## src/rtl/apb_splitter_pkg.sv

```systemverilog
// Shared definitions for the APB 1-to-N splitter: FSM state encodings and width helpers.
package apb_splitter_pkg;

  typedef logic [2:0] state_t;

  localparam state_t ST_IDLE   = 3'd0;
  localparam state_t ST_SETUP  = 3'd1;
  localparam state_t ST_ACCESS = 3'd2;
  localparam state_t ST_RESP   = 3'd3;
  localparam state_t ST_ERR    = 3'd4;

  // Slave index field width; a single slave still needs one index bit.
  function automatic int sel_width(input int num_slaves);
    return (num_slaves <= 2) ? 1 : $clog2(num_slaves);
  endfunction

  function automatic int byte_width(input int data_w);
    return data_w / 8;
  endfunction

endpackage

```

## src/rtl/apb_addr_decode.sv

```systemverilog
// Combinational upstream address decode: slave index field and hit flag.
module apb_addr_decode
  import apb_splitter_pkg::*;
#(
  parameter int G_ADDR_WIDTH   = 7,
  parameter int G_NUM_SLAVES   = 8,
  parameter int G_S_ADDR_WIDTH = 12,
  parameter int G_SEL_WIDTH    = sel_width(8)
) (
  input  logic [G_S_ADDR_WIDTH-1:0] paddr,
  output logic [G_SEL_WIDTH-1:0]    idx,
  output logic                      hit
);

  logic in_range;
  logic upper_zero;

  assign idx        = paddr[G_ADDR_WIDTH +: G_SEL_WIDTH];
  assign in_range   = (32'(idx) < 32'(G_NUM_SLAVES));
  // Any set bit above the index field aliases no slave.
  assign upper_zero = ((paddr >> (G_ADDR_WIDTH + G_SEL_WIDTH)) == '0);
  assign hit        = in_range && upper_zero;

endmodule

```

## src/rtl/apb_splitter.sv

```systemverilog
// Registered APB 1-to-N splitter. Optional ACCESS timeout enabled by defining
// APB_SPLITTER_TIMEOUT_EN (limit set by G_TIMEOUT).
module apb_splitter
  import apb_splitter_pkg::*;
#(
  parameter int G_REGWIDTH     = 32,
  parameter int G_ADDR_WIDTH   = 7,
  parameter int G_NUM_SLAVES   = 8,
  parameter int G_S_ADDR_WIDTH = 12,
  parameter int G_TIMEOUT      = 16
) (
  input  logic                               clk,
  input  logic                               rst,
  input  logic                               s_apb_psel,
  input  logic                               s_apb_penable,
  input  logic                               s_apb_pwrite,
  input  logic [2:0]                         s_apb_pprot,
  input  logic [G_S_ADDR_WIDTH-1:0]          s_apb_paddr,
  input  logic [G_REGWIDTH-1:0]              s_apb_pwdata,
  input  logic [G_REGWIDTH/8-1:0]            s_apb_pstrb,
  output logic                               s_apb_pready,
  output logic [G_REGWIDTH-1:0]              s_apb_prdata,
  output logic                               s_apb_pslverr,
  output logic [G_NUM_SLAVES-1:0]            m_apb_psel,
  output logic                               m_apb_penable,
  output logic                               m_apb_pwrite,
  output logic [2:0]                         m_apb_pprot,
  output logic [G_ADDR_WIDTH-1:0]            m_apb_paddr,
  output logic [G_REGWIDTH-1:0]              m_apb_pwdata,
  output logic [G_REGWIDTH/8-1:0]            m_apb_pstrb,
  input  logic [G_NUM_SLAVES-1:0]            m_apb_pready,
  input  logic [G_NUM_SLAVES*G_REGWIDTH-1:0] m_apb_prdata,
  input  logic [G_NUM_SLAVES-1:0]            m_apb_pslverr
);

  localparam int G_SEL_WIDTH  = sel_width(G_NUM_SLAVES);
  localparam int G_STRB_WIDTH = byte_width(G_REGWIDTH);

  state_t                    state;
  logic                      cap_write;
  logic [2:0]                cap_prot;
  logic [G_ADDR_WIDTH-1:0]   cap_addr;
  logic [G_REGWIDTH-1:0]     cap_wdata;
  logic [G_STRB_WIDTH-1:0]   cap_strb;
  logic [G_SEL_WIDTH-1:0]    cap_idx;
  logic [G_REGWIDTH-1:0]     rsp_data;
  logic                      rsp_err;

  logic [G_SEL_WIDTH-1:0]    dec_idx;
  logic                      dec_hit;
  logic                      setup_req;
  logic                      active;
  logic                      sel_pready;
  logic                      sel_pslverr;
  logic [G_REGWIDTH-1:0]     sel_prdata;
  logic                      tmo_hit;

  apb_addr_decode #(
    .G_ADDR_WIDTH   (G_ADDR_WIDTH),
    .G_NUM_SLAVES   (G_NUM_SLAVES),
    .G_S_ADDR_WIDTH (G_S_ADDR_WIDTH),
    .G_SEL_WIDTH    (G_SEL_WIDTH)
  ) u_decode (
    .paddr (s_apb_paddr),
    .idx   (dec_idx),
    .hit   (dec_hit)
  );

  assign setup_req   = s_apb_psel && !s_apb_penable;
  assign sel_pready  = m_apb_pready[cap_idx];
  assign sel_pslverr = m_apb_pslverr[cap_idx];
  assign sel_prdata  = m_apb_prdata[int'(cap_idx)*G_REGWIDTH +: G_REGWIDTH];

`ifdef APB_SPLITTER_TIMEOUT_EN
  localparam int TMO_W = $clog2(G_TIMEOUT + 1);
  logic [TMO_W-1:0] tmo_cnt;

  always_ff @(posedge clk) begin
    if (rst) begin
      tmo_cnt <= '0;
    end else if (state == ST_SETUP) begin
      tmo_cnt <= '0;
    end else if (state == ST_ACCESS && !sel_pready) begin
      tmo_cnt <= tmo_cnt + 1'b1;
    end
  end

  // Fires on the last permitted ACCESS cycle so ACCESS lasts exactly G_TIMEOUT cycles.
  assign tmo_hit = (tmo_cnt == TMO_W'(G_TIMEOUT - 1));
`else
  assign tmo_hit = 1'b0;
`endif

  always_ff @(posedge clk) begin
    if (rst) begin
      state <= ST_IDLE;
    end else begin
      case (state)
        ST_IDLE:   if (setup_req) state <= dec_hit ? ST_SETUP : ST_ERR;
        ST_SETUP:  state <= ST_ACCESS;
        ST_ACCESS: if (sel_pready || tmo_hit) state <= ST_RESP;
        ST_RESP:   state <= ST_IDLE;
        ST_ERR:    state <= ST_IDLE;
        default:   state <= ST_IDLE;
      endcase
    end
  end

  // Transfer and response payload; never seen outside the states that qualify it.
  always_ff @(posedge clk) begin
    if (state == ST_IDLE && setup_req) begin
      cap_write <= s_apb_pwrite;
      cap_prot  <= s_apb_pprot;
      cap_addr  <= s_apb_paddr[G_ADDR_WIDTH-1:0];
      cap_wdata <= s_apb_pwdata;
      cap_strb  <= s_apb_pstrb;
      cap_idx   <= dec_idx;
    end
    if (state == ST_ACCESS) begin
      if (sel_pready) begin
        rsp_data <= cap_write ? '0 : sel_prdata;
        rsp_err  <= sel_pslverr;
      end else if (tmo_hit) begin
        rsp_data <= '0;
        rsp_err  <= 1'b1;
      end
    end
  end

  assign active        = (state == ST_SETUP) || (state == ST_ACCESS);
  assign m_apb_psel    = active ? (G_NUM_SLAVES'(1) << cap_idx) : '0;
  assign m_apb_penable = (state == ST_ACCESS);
  assign m_apb_pwrite  = active && cap_write;
  assign m_apb_pprot   = active ? cap_prot  : '0;
  assign m_apb_paddr   = active ? cap_addr  : '0;
  assign m_apb_pwdata  = active ? cap_wdata : '0;
  assign m_apb_pstrb   = active ? cap_strb  : '0;

  assign s_apb_pready  = (state == ST_RESP) || (state == ST_ERR);
  assign s_apb_prdata  = (state == ST_RESP) ? rsp_data : '0;
  assign s_apb_pslverr = ((state == ST_RESP) && rsp_err) || (state == ST_ERR);

endmodule

```

## config.mk

```make
export PLATFORM = sky130hd
export DESIGN_NAME = apb_splitter
export DESIGN_NICKNAME = d
export VERILOG_FILES = /design/src/rtl/apb_splitter_pkg.sv /design/src/rtl/apb_addr_decode.sv /design/src/rtl/apb_splitter.sv
export SDC_FILE = /design/constraint.sdc
export NUM_CORES = 1
export LEC_CHECK = 0
export BUFFER_PORTS_ARGS = -buffer_cell sky130_fd_sc_hd__buf_2
export CAP_MARGIN = 20
export CORE_AREA = 2 2 163 165
export CTS_CLUSTER_DIAMETER = 60
export DETAILED_ROUTE_END_ITERATION = 10
export DIE_AREA = 0 0 165 167
export HOLD_SLACK_MARGIN = 0.02
export PLACE_DENSITY_LB_ADDON = 0.08
export SYNTH_ARGS = -nofsm -noshare
export SYNTH_HDL_FRONTEND = slang
export SYNTH_HIERARCHICAL = 1
export SYNTH_SLANG_ARGS = --single-unit
export TNS_END_PERCENT = 30
```

## constraint.sdc

```tcl
create_clock -name clk -period 2.5 [get_ports clk]
set_input_delay 0.25 -clock clk [delete_from_list [all_inputs] [get_ports clk]]
set_output_delay 0.25 -clock clk [all_outputs]
set_load 0.005 [all_outputs]
```

# Yosys cells after proc, flatten, opt, wreduce, memory -nomap -nowiden

Cells that the tools add are included.

Bits in registers: 86
Input port bits: 328
Output and inout bits: 90
Word-level logic and storage cells: 44

Order comparisons: 1
Equal/unequal tests: 6
Shift-type cells: 2
Mux-type cells: 14
Reduce and logical (&&, ||, !) cells: 12

Operators with widths:

| operator              | count |
|---|---|
| $shiftx A256 B9 Y32   | 1 |
| $mux W32              | 2 |
| $logic_not A12 Y1     | 1 |
| $mux W3               | 4 |
| $pmux W3 S3           | 1 |
| $mux W8               | 1 |
| $shl A1 B3 Y8 const A | 1 |
| $mux W7               | 1 |
| $bmux W1 S3           | 2 |
| $eq A3 B2 Y1 const B  | 2 |
| $logic_and A1 B1 Y1   | 4 |
| $lt A3 B4 Y1 const B  | 1 |
| $mux W4               | 1 |
| $reduce_and A2 Y1     | 2 |
| $eq A3 B1 Y1 const B  | 1 |
| $eq A3 B3 Y1 const B  | 1 |
| $logic_not A3 Y1      | 1 |
| $logic_or A1 B1 Y1    | 3 |
| $mux W1               | 2 |
| $ne A2 B1 Y1 const B  | 1 |
| $ne A2 B2 Y1 const B  | 1 |
| $logic_not A1 Y1      | 1 |

# Logic depth before layout (Yosys ltp)

Gate-level depths: netlist of run 1.

Word-level depth: 4
Mapped depth: 5
Mapped depth without buffers: 4

# Hierarchy

Netlist of run 1, hierarchy kept.

Modules (own cells, without submodules):

| module          | instances | cells each | area an instance (µm²) | sequential area each (µm²) |
|---|---|---|---|---|
| apb_splitter    | 1         | 364        | 5447.7                 | 2552.4 |
| apb_addr_decode | 1         | 4          | 26.3                   | 0.0 |

# Worst setup path before layout of run 1

OpenSTA, ideal clock, no wires.

Path kind: register to register
Start: register state[0]
End: register cap_addr[0], enable pin
Arrival time: 1756 ps
Setup slack: 330 ps
Cell stages (with the launch flop): 3
Path buffers: 0
Period minus slack after synthesis: 2170 ps
Cells stage by stage: dfxtp_1 > nor2_1 > and3_1

Cells in the longest elaborated chain, start to end: 2

RTL lines:

| element                | line                | RTL |
|---|---|---|
| start, declared        | apb_splitter.sv:39  | `state_t state;` |
| start signal, assigned | apb_splitter.sv:99  | `ST_IDLE: if (setup_req) state <= dec_hit ? ST_SETUP : ST_ERR;` |
| $logic_not A3 Y1       | apb_splitter.sv:111 | `if (state == ST_IDLE && setup_req) begin` |
| $logic_and A1 B1 Y1    | apb_splitter.sv:111 |  |
| end signal, assigned   | apb_splitter.sv:114 | `cap_addr <= s_apb_paddr[G_ADDR_WIDTH-1:0];` |
| end, declared          | apb_splitter.sv:42  | `logic [G_ADDR_WIDTH-1:0] cap_addr;` |

Every way passes these cells.
A chain may end at the register's enable or synchronous reset.

# Final worst setup path of run 1

Start: register state[2]
End: output s_apb_prdata[16]

Cells in the longest elaborated chain, start to end: 2

RTL lines:

| element       | line                | RTL |
|---|---|---|
| $eq A3 B2 Y1  | apb_splitter.sv:140 | `assign s_apb_prdata = (state == ST_RESP) ? rsp_data : '0;` |
| $mux W32      | apb_splitter.sv:140 |  |
| end, declared | apb_splitter.sv:22  | `output logic [G_REGWIDTH-1:0] s_apb_prdata,` |

Every way passes these cells.

==> reports/results.ini, run 1 <==
[setup_path]
startpoint=state[2]$_SDFFE_PP0P_
cp-end-kind=primary output
critical_path.max_fanout=20
cp.required_ns=2.25
worstReg2RegStart=cap_idx[1]$_DFFE_PP_
cp-start-kind=register
slowest_stage=and3b_1
worstPathCellList=and3b_1, buf_4, and2_1, buf_2
critPathKind=reg2out
slowest_delay_ns=0.62
arrival_ns=1.94

[yosys]
seq_area_frac_synth_pct=46.6
netlist.area_leader.share_pct=45.5
syn_inst=368
ys_ff_latch=86
synth_area_per_cell_sq_um=14.9
synth_top_cell_by_area=edfxtp_1
ys_warn_count=6
synth_area_sq_um=5470
synth_area_leaders=edfxtp_1 (46%), mux4_2 (27%), and2_1 (9.0%)
synth_ff_type=edfxtp_1
ys_types=33
synth_edf_count=83
syn_nets=696
synthArstFlopShare_pct=0

[layout]
n_fill_cell=2685
drive_gt1_share_pct=66.1
final_cell_area_sq_um=8130
syn2layout_area_growth_pct=48.5
nets=1099

[sta]
setup_viol=0
fin_crit_ns=2.19
fin_ws_ns=0.308
maxSlewHeadroom_pct=50.4
worst_pin_slew_ns=0.744
whs_ns=0.0670
rsz0062_at_grt=false
hold_viol=0
finalMaxSlewViolations=0
fmax_ghz=0.456
finClkSkew_ns=0.00823
setup_tns_ns=0
period_share_pct=87.7

[global_route]
grt_pass1_wl_mm=28.9
grt_max_degree=37
overflow=0
grt_pass1_vias=5136
track_usage_pct=14.0
antenna_found_initial=4

[clock_tree]
hold_buffers=0
clkLatencyLatePin_ns=0.35
cts-buffers-inserted=9
clkTransAtPathRegs_ns=0.08
cts_tree=yes
h-tree-depth=3
cts_root_buffer=clkbuf_16
postCtsSetupBuffers=0
clk_path_buf_depth=2
cts_resized=0
clock_sinks=86

[status]
status=finished clean

[die]
dieWidth_um=165
row_count=59
initial_core_util_pct=21.2
die_y_um=167
ios=418
die-area_sq_um=27600
coreArea_sq_um=25800

[routing]
dr.pass1.iters=4
drt-initial-drc-count=172
routedWlPerCell_um=18.1
via_per_inst=4.31
drc=0
antenna_left=0
drt_wl_total_mm=20.2
dr_total_vias=4796

[pwr]
peakVddDrop_uv=278
power.leakage_nw=3.81
p_per_area_nw_per_um2=453

[run]
maxCapViolations=0

[placement]
io_buffers=417
dpl_cell_area_sq_um=7840
place_congestion=0.822
place_hpwl_mm=16.9
pre_cts_ws_ns=0.465

[worst_hold_path]
worstHoldStart=s_apb_pwdata[25]
hp-class=in2reg

[critical path: cells and delay by family, from the launching register on]
| kind | cells | cell delay (ns) |
|---|---|---|
| buf+inv | 2 | 0.45 |
| flops | 1 | 0.36 |
| simple gates | 2 | 0.77 |
[path summary, 6_finish.rpt]
path                                endpoint  slack (ns)  cells past startpoint
hold reg to reg        state[0]$_SDFFE_PP0P_        0.71                      3
setup reg to reg  rsp_data[30]$_SDFFCE_PP0P_        0.53                      4
setup / recovery            s_apb_prdata[16]        0.31                      4
hold / removal       cap_wdata[25]$_DFFE_PP_        0.07                      1
[per-stage QoR]
stage          utilization, %  std cells  power, mW
3_5_place_dp             30.4       1095       2.40
5_1_grt                  31.6       1112       3.87
2_1_floorplan               -        368       2.06
3_3_place_gp             30.4       1095       2.39
4_1_cts                  31.5       1111       3.75
6_report                 31.6       1112       3.68
[power breakdown]
part | switching [mW] | total (mW) | leakage, nW | internal [mW]
clock network | 0.639 | 1.33 | 0.133 | 0.695
registers | 0.0161 | 1.66 | 0.792 | 1.64
logic | 0.270 | 0.693 | 2.88 | 0.423
total | 0.925 | 3.68 | 3.81 | 2.76
[synth_stat cells, types with 2 or more instances]
cell type / count
nand2b_1: 2
nor3b_1: 3
dfxtp_1: 3
buf_8: 3
nor3_1: 3
nor4b_1: 2
buf_2: 13
buf_12: 3
and2_1: 79
mux2i_1: 36
clkbuf_1: 12
nand2_1: 3
nor2_1: 38
mux4_2: 65
buf_4: 3
edfxtp_1: 83
[registers in the layout, summed over array words and instances (netlist names)]
register	count
cap_wdata	32
rsp_data	32
cap_addr	7
cap_strb	4
cap_idx	3
cap_prot	3
state	3
cap_write	1
rsp_err	1
[per-layer routing]
metal	GRT usage, %	routed length [um]	part of all wire [%]
met3	3.66	1570	7.8
met5	0	30	0.15
met2	25.4	10500	52
met4	4.35	403	2.0
met1	15.9	7620	38
[logic make-up after synthesis]
group                     synth area share, %
buffers and inverters                    4.78
AOI/OAI and AO/OA                       0.640
DFF                                      46.6
xor gates and xnor gates                0.160
and+or+nand+nor                          13.8
muxes                                    34.0
[cell usage in the layout, fill, tap and decap left out]
cell,Yosys,final
a21o_1,1,1
a21oi_1,1,1
a22o_1,1,1
and2_1,79,79
and2b_1,1,1
and3_2,0,1
and3b_1,1,1
and4b_1,1,1
buf_12,3,2
buf_2,13,417
buf_4,3,10
clkbuf_16,0,9
clkinvlp_4,0,3
dfxtp_1,3,3
diode_2,0,1
edfxtp_1,83,83
inv_2,0,1
inv_6,0,2
inv_8,0,2
mux2_2,1,1
mux2i_1,36,36
mux4_1,1,1
mux4_2,65,65
nand2_1,3,3
nand2b_1,2,2
nor2_1,38,38
nor3_1,3,3
nor3b_1,3,3
nor4_1,1,1
nor4b_1,2,2
o22ai_1,1,1
o31ai_1,1,1
xor2_1,1,1
[layout make-up]
cell class / count / area (sq um) / share of cell area (%)
antenna: 1 / 2.50 / 0.0308
sequential: 86 / 2550 / 31.4
multi-input combinational: 244 / 2660 / 32.7
clock buffer: 9 / 225 / 2.77
tap: 335 / 419 / 5.16
inverter: 1 / 3.75 / 0.0462
clock inverter: 7 / 62.6 / 0.770
timing repair buffer: 429 / 2200 / 27.1
(Power assumes the default switching activity.)
==> run 2, diff against run 1 <==
==> constraint.sdc (replaced) <==
create_clock -name clk -period 2.5 [get_ports clk]
set_input_delay 0.5 -clock clk [delete_from_list [all_inputs] [get_ports clk]]
set_output_delay 0.5 -clock clk [all_outputs]
set_load 0.005 [all_outputs]
==> run 2 against run 1 <==
Net effect: register-to-register slack got worse by 0.04 ns; count of clock-buffer cells in the layout stayed put; cell count is essentially flat; sequential share of layout area down 0.11 points; die area did not move; critical path type unchanged; clock skew is 0.00065 ns higher; final area increased by 0.35%; largest power group unchanged; sequential power hardly changed; via count down 0.15%; largest cell class unchanged; fmax down 3.9%.
==> reports/results.ini, run 2 (synthesized netlist as in run 1, its figures left out) <==
[die]
die-area_sq_um=27600
ios=418
die_y_um=167
initial_core_util_pct=21.2
dieWidth_um=165
coreArea_sq_um=25800
row_count=59

[pwr]
peakVddDrop_uv=271
p_per_area_nw_per_um2=462
p_total_mw=3.77
power.leakage_nw=3.82

[global_route]
grt_busiest_layer=met2
antenna_found_initial=1
grt_pass1_vias=5280
gr-usage-met2_pct=26.8
track_usage_pct=14.3
grt_max_degree=53
grtUsageMet3_pct=3.04
grt_pass1_wl_mm=29.5
use_met1_pct=15.7
overflow=0

[sta]
setup_tns_ns=0
finalMaxSlewViolations=0
rsz0062_at_grt=false
hold_viol=0
worst_pin_slew_ns=0.772
fmax_ghz=0.438
maxSlewHeadroom_pct=48.5
setup_viol=0
finClkSkew_ns=0.00889
period_share_pct=91.3
fin_crit_ns=2.28

[status]
status=finished clean

[setup_path]
critPathKind=reg2out
crit_buf_inv=2
cp-start-kind=register
arrival_ns=1.78
worstReg2RegStart=cap_idx[0]$_DFFE_PP_
cp.required_ns=2.00
cp-end-kind=primary output
path_delay_family=buffers and inverters
slowest_stage=edfxtp_1
startpoint=cap_idx[1]$_DFFE_PP_
rrSetupSlack_ns=0.49
worstPathCellList=buf_4, nor4b_1, buf_2
slowest_delay_ns=0.47
critical_path.max_fanout=34

[clock_tree]
clk_path_buf_depth=2
clkTransAtPathRegs_ns=0.07
cts_root_buffer=clkbuf_16
cts_resized=0
cts-buffers-inserted=9
cts_tree=yes
h-tree-depth=3
clkLatencyLatePin_ns=0.34
hold_buffers=0
postCtsSetupBuffers=0
clock_sinks=86

[routing]
via_per_inst=4.31
drt-initial-drc-count=127
dr.pass1.iters=4
drc=0
drt_wl_total_mm=20.2
antenna_left=0
dr_total_vias=4789
routedWlPerCell_um=18.1

[placement]
place_congestion=0.838
place_hpwl_mm=16.8
io_buffers=417

[layout]
final_common_cell=buf_2
layout_common_cells=buf_2 (417), edfxtp_1 (83), and2_1 (79), mux4_2 (65), nor2_1 (38)
n_fill_cell=2686
drive_gt1_share_pct=66.1
top_regs=cap_wdata (32), rsp_data (32), cap_addr (7)
syn2layout_area_growth_pct=49.0
nets=1098

[run]
maxCapViolations=0

[worst_hold_path]
worstHoldStart=s_apb_pwdata[4]
hp-class=in2reg

[run 2: changes by cell type in the layout (fill, tap and decap cells not counted)]
cell	previous run	this run
buf_4	10	8
clkinvlp_4	3	1
buf_12	2	3
bufinv_16	0	1
clkinv_4	0	1
[run 2: metal layers]
metal | vias up | routed length [um]
met5 | - | 0
met4 | 0 | 337
met3 | 18 | 1420
met2 | 243 | 10700
met1 | 2300 | 7660
li1 | 2228 | -
[run 2: where the power goes]
part	switching (mW)	leakage (nW)	internal [mW]
combinational	0.275	2.88	0.424
sequential	0.0144	0.792	1.64
clock	0.618	0.150	0.798
[run 2: final timing paths]
kind / endpoint / cells after the start
min reg2reg: state[0]$_SDFFE_PP0P_ / 3
max: m_apb_psel[2] / 3
max reg2reg: rsp_data[17]$_SDFFCE_PP0P_ / 4
min: cap_wdata[4]$_DFFE_PP_ / 1
[run 2: final cells by class]
class,count,area [sq um],share of cell area (%)
clock inverter,7,86.3,1.06
antenna,1,2.50,0.0307
sequential,86,2550,31.3
clock buffer,9,225,2.76
timing repair buffer,428,2210,27.1
multi-input combinational,244,2660,32.6
inverter,1,3.75,0.0460
tap,335,419,5.14
[run 2: metrics by stage]
step / util, % / std cells / instance area, sq um / hold slack, ns / setup WS [ns]
final: 31.7 / 1111 / 8160 / 0.324 / 0.218
after global routing: 31.7 / 1111 / 8160 / 0.299 / 0.0823
after CTS: 31.7 / 1110 / 8160 / 0.303 / 0.186
after detailed placement: 30.4 / 1094 / 7840 / 0.678 / 0.466
after global placement: 30.4 / 1094 / 7840 / 0.678 / 0.485
after floorplan: - / 368 / 5470 / 0.569 / 0.247
